**config.mk**
```make
export PLATFORM = sky130hd
export DESIGN_NAME = dot2_sequencer
export DESIGN_NICKNAME = d
export VERILOG_FILES = /design/src/rtl/dot2_sequencer.sv
export SDC_FILE = /design/constraint.sdc
export NUM_CORES = 2
export LEC_CHECK = 0
export BUFFER_PORTS_ARGS = -buffer_cell sky130_fd_sc_hd__clkbuf_2
export CAP_MARGIN = 20
export CELL_PAD_IN_SITES_DETAIL_PLACEMENT = 1
export CELL_PAD_IN_SITES_GLOBAL_PLACEMENT = 2
export CORE_UTILIZATION = 37
export CTS_CLUSTER_DIAMETER = 50
export DETAILED_ROUTE_END_ITERATION = 10
export PLACE_DENSITY_LB_ADDON = 0.1
export SYNTH_ARGS = -nofsm -noshare
export SYNTH_HDL_FRONTEND = slang
export SYNTH_SLANG_ARGS = --single-unit
export TNS_END_PERCENT = 100
```
**constraint.sdc**
```tcl
create_clock -name clk -period 7.8 [get_ports clk]
set_input_delay 1.56 -clock clk [delete_from_list [all_inputs] [get_ports clk]]
set_output_delay 1.56 -clock clk [all_outputs]
set_load 0.005 [all_outputs]
```
**src/rtl/dot2_sequencer.sv**
```systemverilog
// dot2_sequencer
//   Sequences a 2-lane multiply-add datapath (a1*b1 + a2*b2) over a job of
//   `len` beats and accumulates the per-beat sums into one dot-product result.
//   Datapath latency is fixed at two registers: products, then lane sum.
//   All arithmetic is modulo 2^WIDTH.
//
// Ports
//   clk, rst            clock, synchronous active-high reset
//   start, len          job request and beat count (sampled only in IDLE)
//   busy                high while a job is in FEED, DRAIN or DONE
//   in_valid, in_ready  operand beat handshake (ready only in FEED)
//   a1, a2, b1, b2      operand beat
//   out_valid,out_ready result handshake (valid only in DONE)
//   out_data            accumulator value

// Per-lane product register.
// Ports: clk, rst, i_load (capture a*b), i_a, i_b, o_p (registered product).
module dot2_lane #(
    parameter int WIDTH = 32
) (
    input  logic             clk,
    input  logic             rst,
    input  logic             i_load,
    input  logic [WIDTH-1:0] i_a,
    input  logic [WIDTH-1:0] i_b,
    output logic [WIDTH-1:0] o_p
);
    logic [WIDTH-1:0] r_p;

    always_ff @(posedge clk) begin
        if (rst)         r_p <= '0;
        else if (i_load) r_p <= i_a * i_b;  // low WIDTH bits only
    end

    assign o_p = r_p;
endmodule

module dot2_sequencer #(
    parameter int WIDTH = 32,
    parameter int LEN_W = 8
) (
    input  logic             clk,
    input  logic             rst,
    input  logic             start,
    input  logic [LEN_W-1:0] len,
    output logic             busy,
    input  logic             in_valid,
    output logic             in_ready,
    input  logic [WIDTH-1:0] a1,
    input  logic [WIDTH-1:0] a2,
    input  logic [WIDTH-1:0] b1,
    input  logic [WIDTH-1:0] b2,
    output logic             out_valid,
    input  logic             out_ready,
    output logic [WIDTH-1:0] out_data
);
    localparam int NUM_LANES = 2;

    typedef enum logic [1:0] {S_IDLE, S_FEED, S_DRAIN, S_DONE} state_t;

    state_t                            r_state, w_next;
    logic [LEN_W-1:0]                  r_rem;
    logic [WIDTH-1:0]                  r_acc;
    logic [WIDTH-1:0]                  r_s;
    logic [2:1]                        r_vld_pipe;  // [1]: products valid, [2]: sum valid
    logic                              w_accept;
    logic [NUM_LANES-1:0][WIDTH-1:0]   w_a, w_b, w_p;

    assign w_accept = in_valid && (r_state == S_FEED);
    assign w_a      = {a2, a1};
    assign w_b      = {b2, b1};

    for (genvar g = 0; g < NUM_LANES; g++) begin : g_lane
        dot2_lane #(.WIDTH(WIDTH)) u_lane (
            .clk    (clk),
            .rst    (rst),
            .i_load (w_accept),
            .i_a    (w_a[g]),
            .i_b    (w_b[g]),
            .o_p    (w_p[g])
        );
    end

    // Next state and outputs
    always_comb begin
        w_next    = r_state;
        busy      = 1'b0;
        in_ready  = 1'b0;
        out_valid = 1'b0;
        case (r_state)
            S_IDLE: begin
                if (start) w_next = (len == '0) ? S_DONE : S_FEED;
            end
            S_FEED: begin
                busy     = 1'b1;
                in_ready = 1'b1;
                if (w_accept && r_rem == LEN_W'(1)) w_next = S_DRAIN;
            end
            S_DRAIN: begin
                busy = 1'b1;
                // Both stages empty means the last sum has reached the accumulator.
                if (!r_vld_pipe[1] && !r_vld_pipe[2]) w_next = S_DONE;
            end
            S_DONE: begin
                busy      = 1'b1;
                out_valid = 1'b1;
                if (out_ready) w_next = S_IDLE;
            end
            default: w_next = S_IDLE;
        endcase
    end

    always_ff @(posedge clk) begin
        if (rst) r_state <= S_IDLE;
        else     r_state <= w_next;
    end

    // Beat counter, pipeline tags, lane sum and accumulator
    always_ff @(posedge clk) begin
        if (rst) begin
            r_rem      <= '0;
            r_vld_pipe <= '0;
            r_s        <= '0;
            r_acc      <= '0;
        end else begin
            r_vld_pipe[1] <= w_accept;
            r_vld_pipe[2] <= r_vld_pipe[1];
            r_s           <= w_p[0] + w_p[1];

            if (r_state == S_IDLE && start) begin
                r_rem <= len;
                r_acc <= '0;
            end else begin
                if (w_accept)      r_rem <= r_rem - LEN_W'(1);
                if (r_vld_pipe[2]) r_acc <= r_acc + r_s;
            end
        end
    end

    assign out_data = r_acc;
endmodule
```
==> load_flow_metrics.sql <==
INSERT INTO impl_metrics (metric_group, metric, value, unit) VALUES
('outcome', 'outcome', 'finished, violations left', ''),
('outcome', 'failed_checks', 'design-rule violations', ''),
('clock_tree', 'clkSlewWorstSetupHoldPaths', '70', 'ps'),
('synth', 'area_leader_netlist', 'sky130_fd_sc_hd__fa_1', ''),
('synth', 'async_reset_ff_share', '0', '%'),
('synth', 'synth-edff-count', '0', ''),
('global_route', 'grt_antenna_before_repair', '7', ''),
('timing', 'crit_path_time_final', '7760', 'ps'),
('final_layout', 'drive_above_1_share', '15.8', '%'),
('final_layout', 'area_growth_syn_to_layout', '17.5', '%'),
('route', 'routed-via-count', '30579', ''),
('global_route', 'grt_remaining_overflow', '0', ''),
('clock_tree', 'numCtsBuffers', '17', ''),
('synth', 'syn-mean-instance-area', '8.88', 'µm²'),
('placement', 'place_congestion', '0.860', ''),
('die', 'ios', '176', ''),
('placement', 'dpl_hpwl', '111000', 'µm'),
('placement', 'portBuffers', '175', ''),
('die', 'die_h', '328', 'µm'),
('clock_tree', 'cts_hold_repair.buffers', '0', ''),
('worst_setup_path', 'timing.critical_path.fanout_max', '8', ''),
('global_route', 'global_route_wire_length_before_repair', '201000', 'µm'),
('route', 'final_antenna_net_count', '0', ''),
('synth', 'synth_top_area_share', '41.6', '%'),
('timing', 'slew_violations', '0', ''),
('hold_path', 'worstHoldPathType', 'register to register', ''),
('final_layout', 'layout.nets', '6132', ''),
('route', 'detail_route.first_pass.iterations', '8', ''),
('die', 'initial_core_util', '37.3', '%'),
('hold_path', 'hold_path_end', 'g_lane[0].u_lane.o_p[6]', ''),
('synth', 'dominantRegCellSynth', 'sky130_fd_sc_hd__dfxtp_1', ''),
('worst_setup_path', 'rr_endpoint', 'r_s[30]', ''),
('clock_tree', 'clkLatencyLatePin', '450', 'ps'),
('synth', 'syn-num-nets', '5708', ''),
('clock_tree', 'cts.root.buffer_cell', 'sky130_fd_sc_hd__clkbuf_16', ''),
('hold_path', 'min_path_cells', '2', ''),
('synth', 'synth.cells.most_frequent', 'sky130_fd_sc_hd__inv_1 (819), sky130_fd_sc_hd__fa_1 (818), sky130_fd_sc_hd__and2_1 (639)', ''),
('clock_tree', 'max-clock-path-buffers', '2', ''),
('clock_tree', 'htreeDepth', '4', ''),
('worst_setup_path', 'crit_path_end_kind', 'register', ''),
('worst_setup_path', 'worst_r2r_startpoint', 'g_lane[1].u_lane.o_p[0]', ''),
('timing', 'report.final.hold_viol_count', '0', ''),
('route', 'drc_errors', '30', ''),
('die', 'die_x', '328', 'µm'),
('die', 'placeableCoreArea', '0.105', 'mm²'),
('hold_path', 'hp-start', 'g_lane[0].u_lane.o_p[6]', ''),
('synth', 'synthesis.area', '0.0394', 'mm²'),
('synth', 'synth-warning-count', '0', ''),
('route', 'via_per_inst', '4.88', ''),
('worst_setup_path', 'setup.worst_path.class', 'primary input to register', ''),
('timing', 'worst_slew_pin_slew', '1000', 'ps'),
('global_route', 'first_global_vias', '34444', ''),
('timing', 'max_clock_freq', '129', 'MHz'),
('clock_tree', 'tritoncts_num_sinks', '140', ''),
('synth', 'netlist-cell-type-count', '76', ''),
('synth', 'ys_seq_area_share', '7.12', '%'),
('timing', 'finalCritPeriodShare', '99.4', '%'),
('run', 'cap_violations', '0', ''),
('timing', 'timing.setup.tns', '0', 'ps'),
('worst_setup_path', 'ff2ff_setup_slack', '4280', 'ps'),
('worst_setup_path', 'start_kind', 'primary input', ''),
('worst_setup_path', 'reg2regPathDepth', '12', ''),
('worst_setup_path', 'worst-endpoint-required', '8180', 'ps'),
('final_layout', 'fillers', '12335', ''),
('synth', 'yosys_register_bits', '140', ''),
('global_route', 'grtUsageTotal', '24.2', '%'),
('timing', 'max_slew_margin', '33.1', '%'),
('timing', 'clock_skew', '15.2', 'ps'),
('global_route', 'grt_max_degree', '72', ''),
('die', 'design.die.area', '0.108', 'mm²'),
('synth', 'yosysMostFrequentCell', 'sky130_fd_sc_hd__inv_1', ''),
('route', 'wirelength', '126000', 'µm'),
('route', 'drtIter0Drc', '1254', ''),
('synth', 'synthCells', '4434', ''),
('timing', 'grt_setup_unrepaired', 'yes', ''),
('die', 'floorplan.rows', '119', ''),
('worst_setup_path', 'crit_arrival', '8130', 'ps'),
('synth', 'netlist_top_cells_area', 'sky130_fd_sc_hd__fa_1 (42%), sky130_fd_sc_hd__and2_1 (10%), sky130_fd_sc_hd__ha_1 (10%)', ''),
('route', 'wire_per_inst', '20.1', 'µm'),
('clock_tree', 'cts_tree', 'built', ''),
('timing', 'final-setup-viol-count', '0', '');
==> critical path: stages <==
cell and delay [ps]:
sky130_fd_sc_hd__buf_2 150, sky130_fd_sc_hd__buf_6 140, sky130_fd_sc_hd__buf_4 170, sky130_fd_sc_hd__and2_4 150, sky130_fd_sc_hd__fa_1 520, sky130_fd_sc_hd__fa_1 430
sky130_fd_sc_hd__fa_1 490, sky130_fd_sc_hd__inv_1 60, sky130_fd_sc_hd__fa_1 570, sky130_fd_sc_hd__inv_2 50, sky130_fd_sc_hd__fa_1 500, sky130_fd_sc_hd__fa_1 450
sky130_fd_sc_hd__fa_1 520, sky130_fd_sc_hd__fa_1 540, sky130_fd_sc_hd__ha_4 300, sky130_fd_sc_hd__and2_4 140, sky130_fd_sc_hd__o211ai_1 120, sky130_fd_sc_hd__or4_4 550
sky130_fd_sc_hd__a31oi_4 220, sky130_fd_sc_hd__nor3_1 60, sky130_fd_sc_hd__or3_1 320, sky130_fd_sc_hd__a21oi_2 110
==> how the worst max path moves through the flow <==
stage,start,end,depth (start not counted)
6_report,b1[6],g_lane[0].u_lane.o_p[27],22
5_1_grt,b1[5],g_lane[0].u_lane.o_p[27],22
4_1_cts,b1[3],g_lane[0].u_lane.o_p[31],24
3_5_place_dp,b1[2],g_lane[0].u_lane.o_p[28],23
3_3_place_gp,b1[5],g_lane[0].u_lane.o_p[31],23
2_1_floorplan,b1[3],g_lane[0].u_lane.o_p[31],24
==> layout make-up <==
| type | count | area (µm²) | share of cell area [%] |
|---|---|---|---|
| multi-input combinational | 3260 | 33100 | 71.5 |
| timing repair buffer | 620 | 4970 | 10.7 |
| sequential | 140 | 2800 | 6.06 |
| inverter | 819 | 3070 | 6.65 |
| clock inverter | 13 | 143 | 0.308 |
| clock buffer | 18 | 439 | 0.950 |
| tap | 1391 | 1740 | 3.76 |
| antenna | 1 | 2.50 | 0.00541 |
==> cell families (layout without fill, tap and decap cells) <==
family | after synthesis | in the layout | share of synthesized area [%]
compound gates | 407 | 407 | 6.76
xor+xnor | 202 | 202 | 4.50
fa+ha+maj | 1133 | 1133 | 51.6
buf+inv | 1034 | 1470 | 9.86
flops | 140 | 140 | 7.12
mux | 27 | 27 | 0.693
other cells | 0 | 1 | 0
simple gates | 1491 | 1491 | 19.5
==> through the flow <==
stage / instance area (µm²) / cells / setup slack, ps / util, % / hold WS [ps]
2_1_floorplan: 39500 / 4434 / -157 / - / 432
3_3_place_gp: 45000 / 6214 / -430 / 42.7 / 447
3_5_place_dp: 45000 / 6214 / -582 / 42.7 / 452
4_1_cts: 45700 / 6245 / 10.9 / 43.3 / 462
5_1_grt: 46200 / 6261 / -73.3 / 43.9 / 484
6_report: 46200 / 6262 / 45.0 / 43.9 / 462
==> timing repair <==
action                                  4_1_cts  5_1_grt
gates resized for setup                      10      181
pin swaps                                     5      101
setup buffers                                 0       16
endpoints found under the setup margin        7       20
==> layer usage <==
layer	GRT usage, %	share of wire (%)	vias up
met3	1.26	2.1	92
met2	43.1	51	354
met1	32.8	45	15832
met4	4.29	1.6	4
met5	0	0.020	-
li1	-	-	14297
==> flip-flops by register name, summed over array words and instances (netlist names) <==
name / count
out_data: 32
g_lane.u_lane.o_p: 64
r_rem: 8
r_vld_pipe: 2
r_s: 32
r_state: 2
==> placed cells by master (no fill, tap or decap), types with 13 or more instances in the layout <==
cell type,instances
sky130_fd_sc_hd__o21ai_0,58
sky130_fd_sc_hd__dfxtp_1,139
sky130_fd_sc_hd__a21oi_1,130
sky130_fd_sc_hd__and2_4,16
sky130_fd_sc_hd__a31oi_1,13
sky130_fd_sc_hd__a21o_1,49
sky130_fd_sc_hd__nor3_1,29
sky130_fd_sc_hd__buf_12,43
sky130_fd_sc_hd__nand2b_1,13
sky130_fd_sc_hd__mux2i_1,25
sky130_fd_sc_hd__fa_1,793
sky130_fd_sc_hd__buf_4,381
sky130_fd_sc_hd__inv_1,811
sky130_fd_sc_hd__clkbuf_2,141
sky130_fd_sc_hd__nand3_1,36
sky130_fd_sc_hd__clkbuf_16,17
sky130_fd_sc_hd__ha_1,304
sky130_fd_sc_hd__nor2_1,122
sky130_fd_sc_hd__xnor2_1,150
sky130_fd_sc_hd__nand2_1,551
sky130_fd_sc_hd__xor2_1,47
sky130_fd_sc_hd__clkbuf_4,13
sky130_fd_sc_hd__nor2b_1,16
sky130_fd_sc_hd__fa_2,25
sky130_fd_sc_hd__and2_1,622
sky130_fd_sc_hd__a211oi_1,36
sky130_fd_sc_hd__buf_6,28
Power is left out: the tool's default activity adds up to more than one toggle a clock period on the data nets, which glitch-free logic cannot reach.
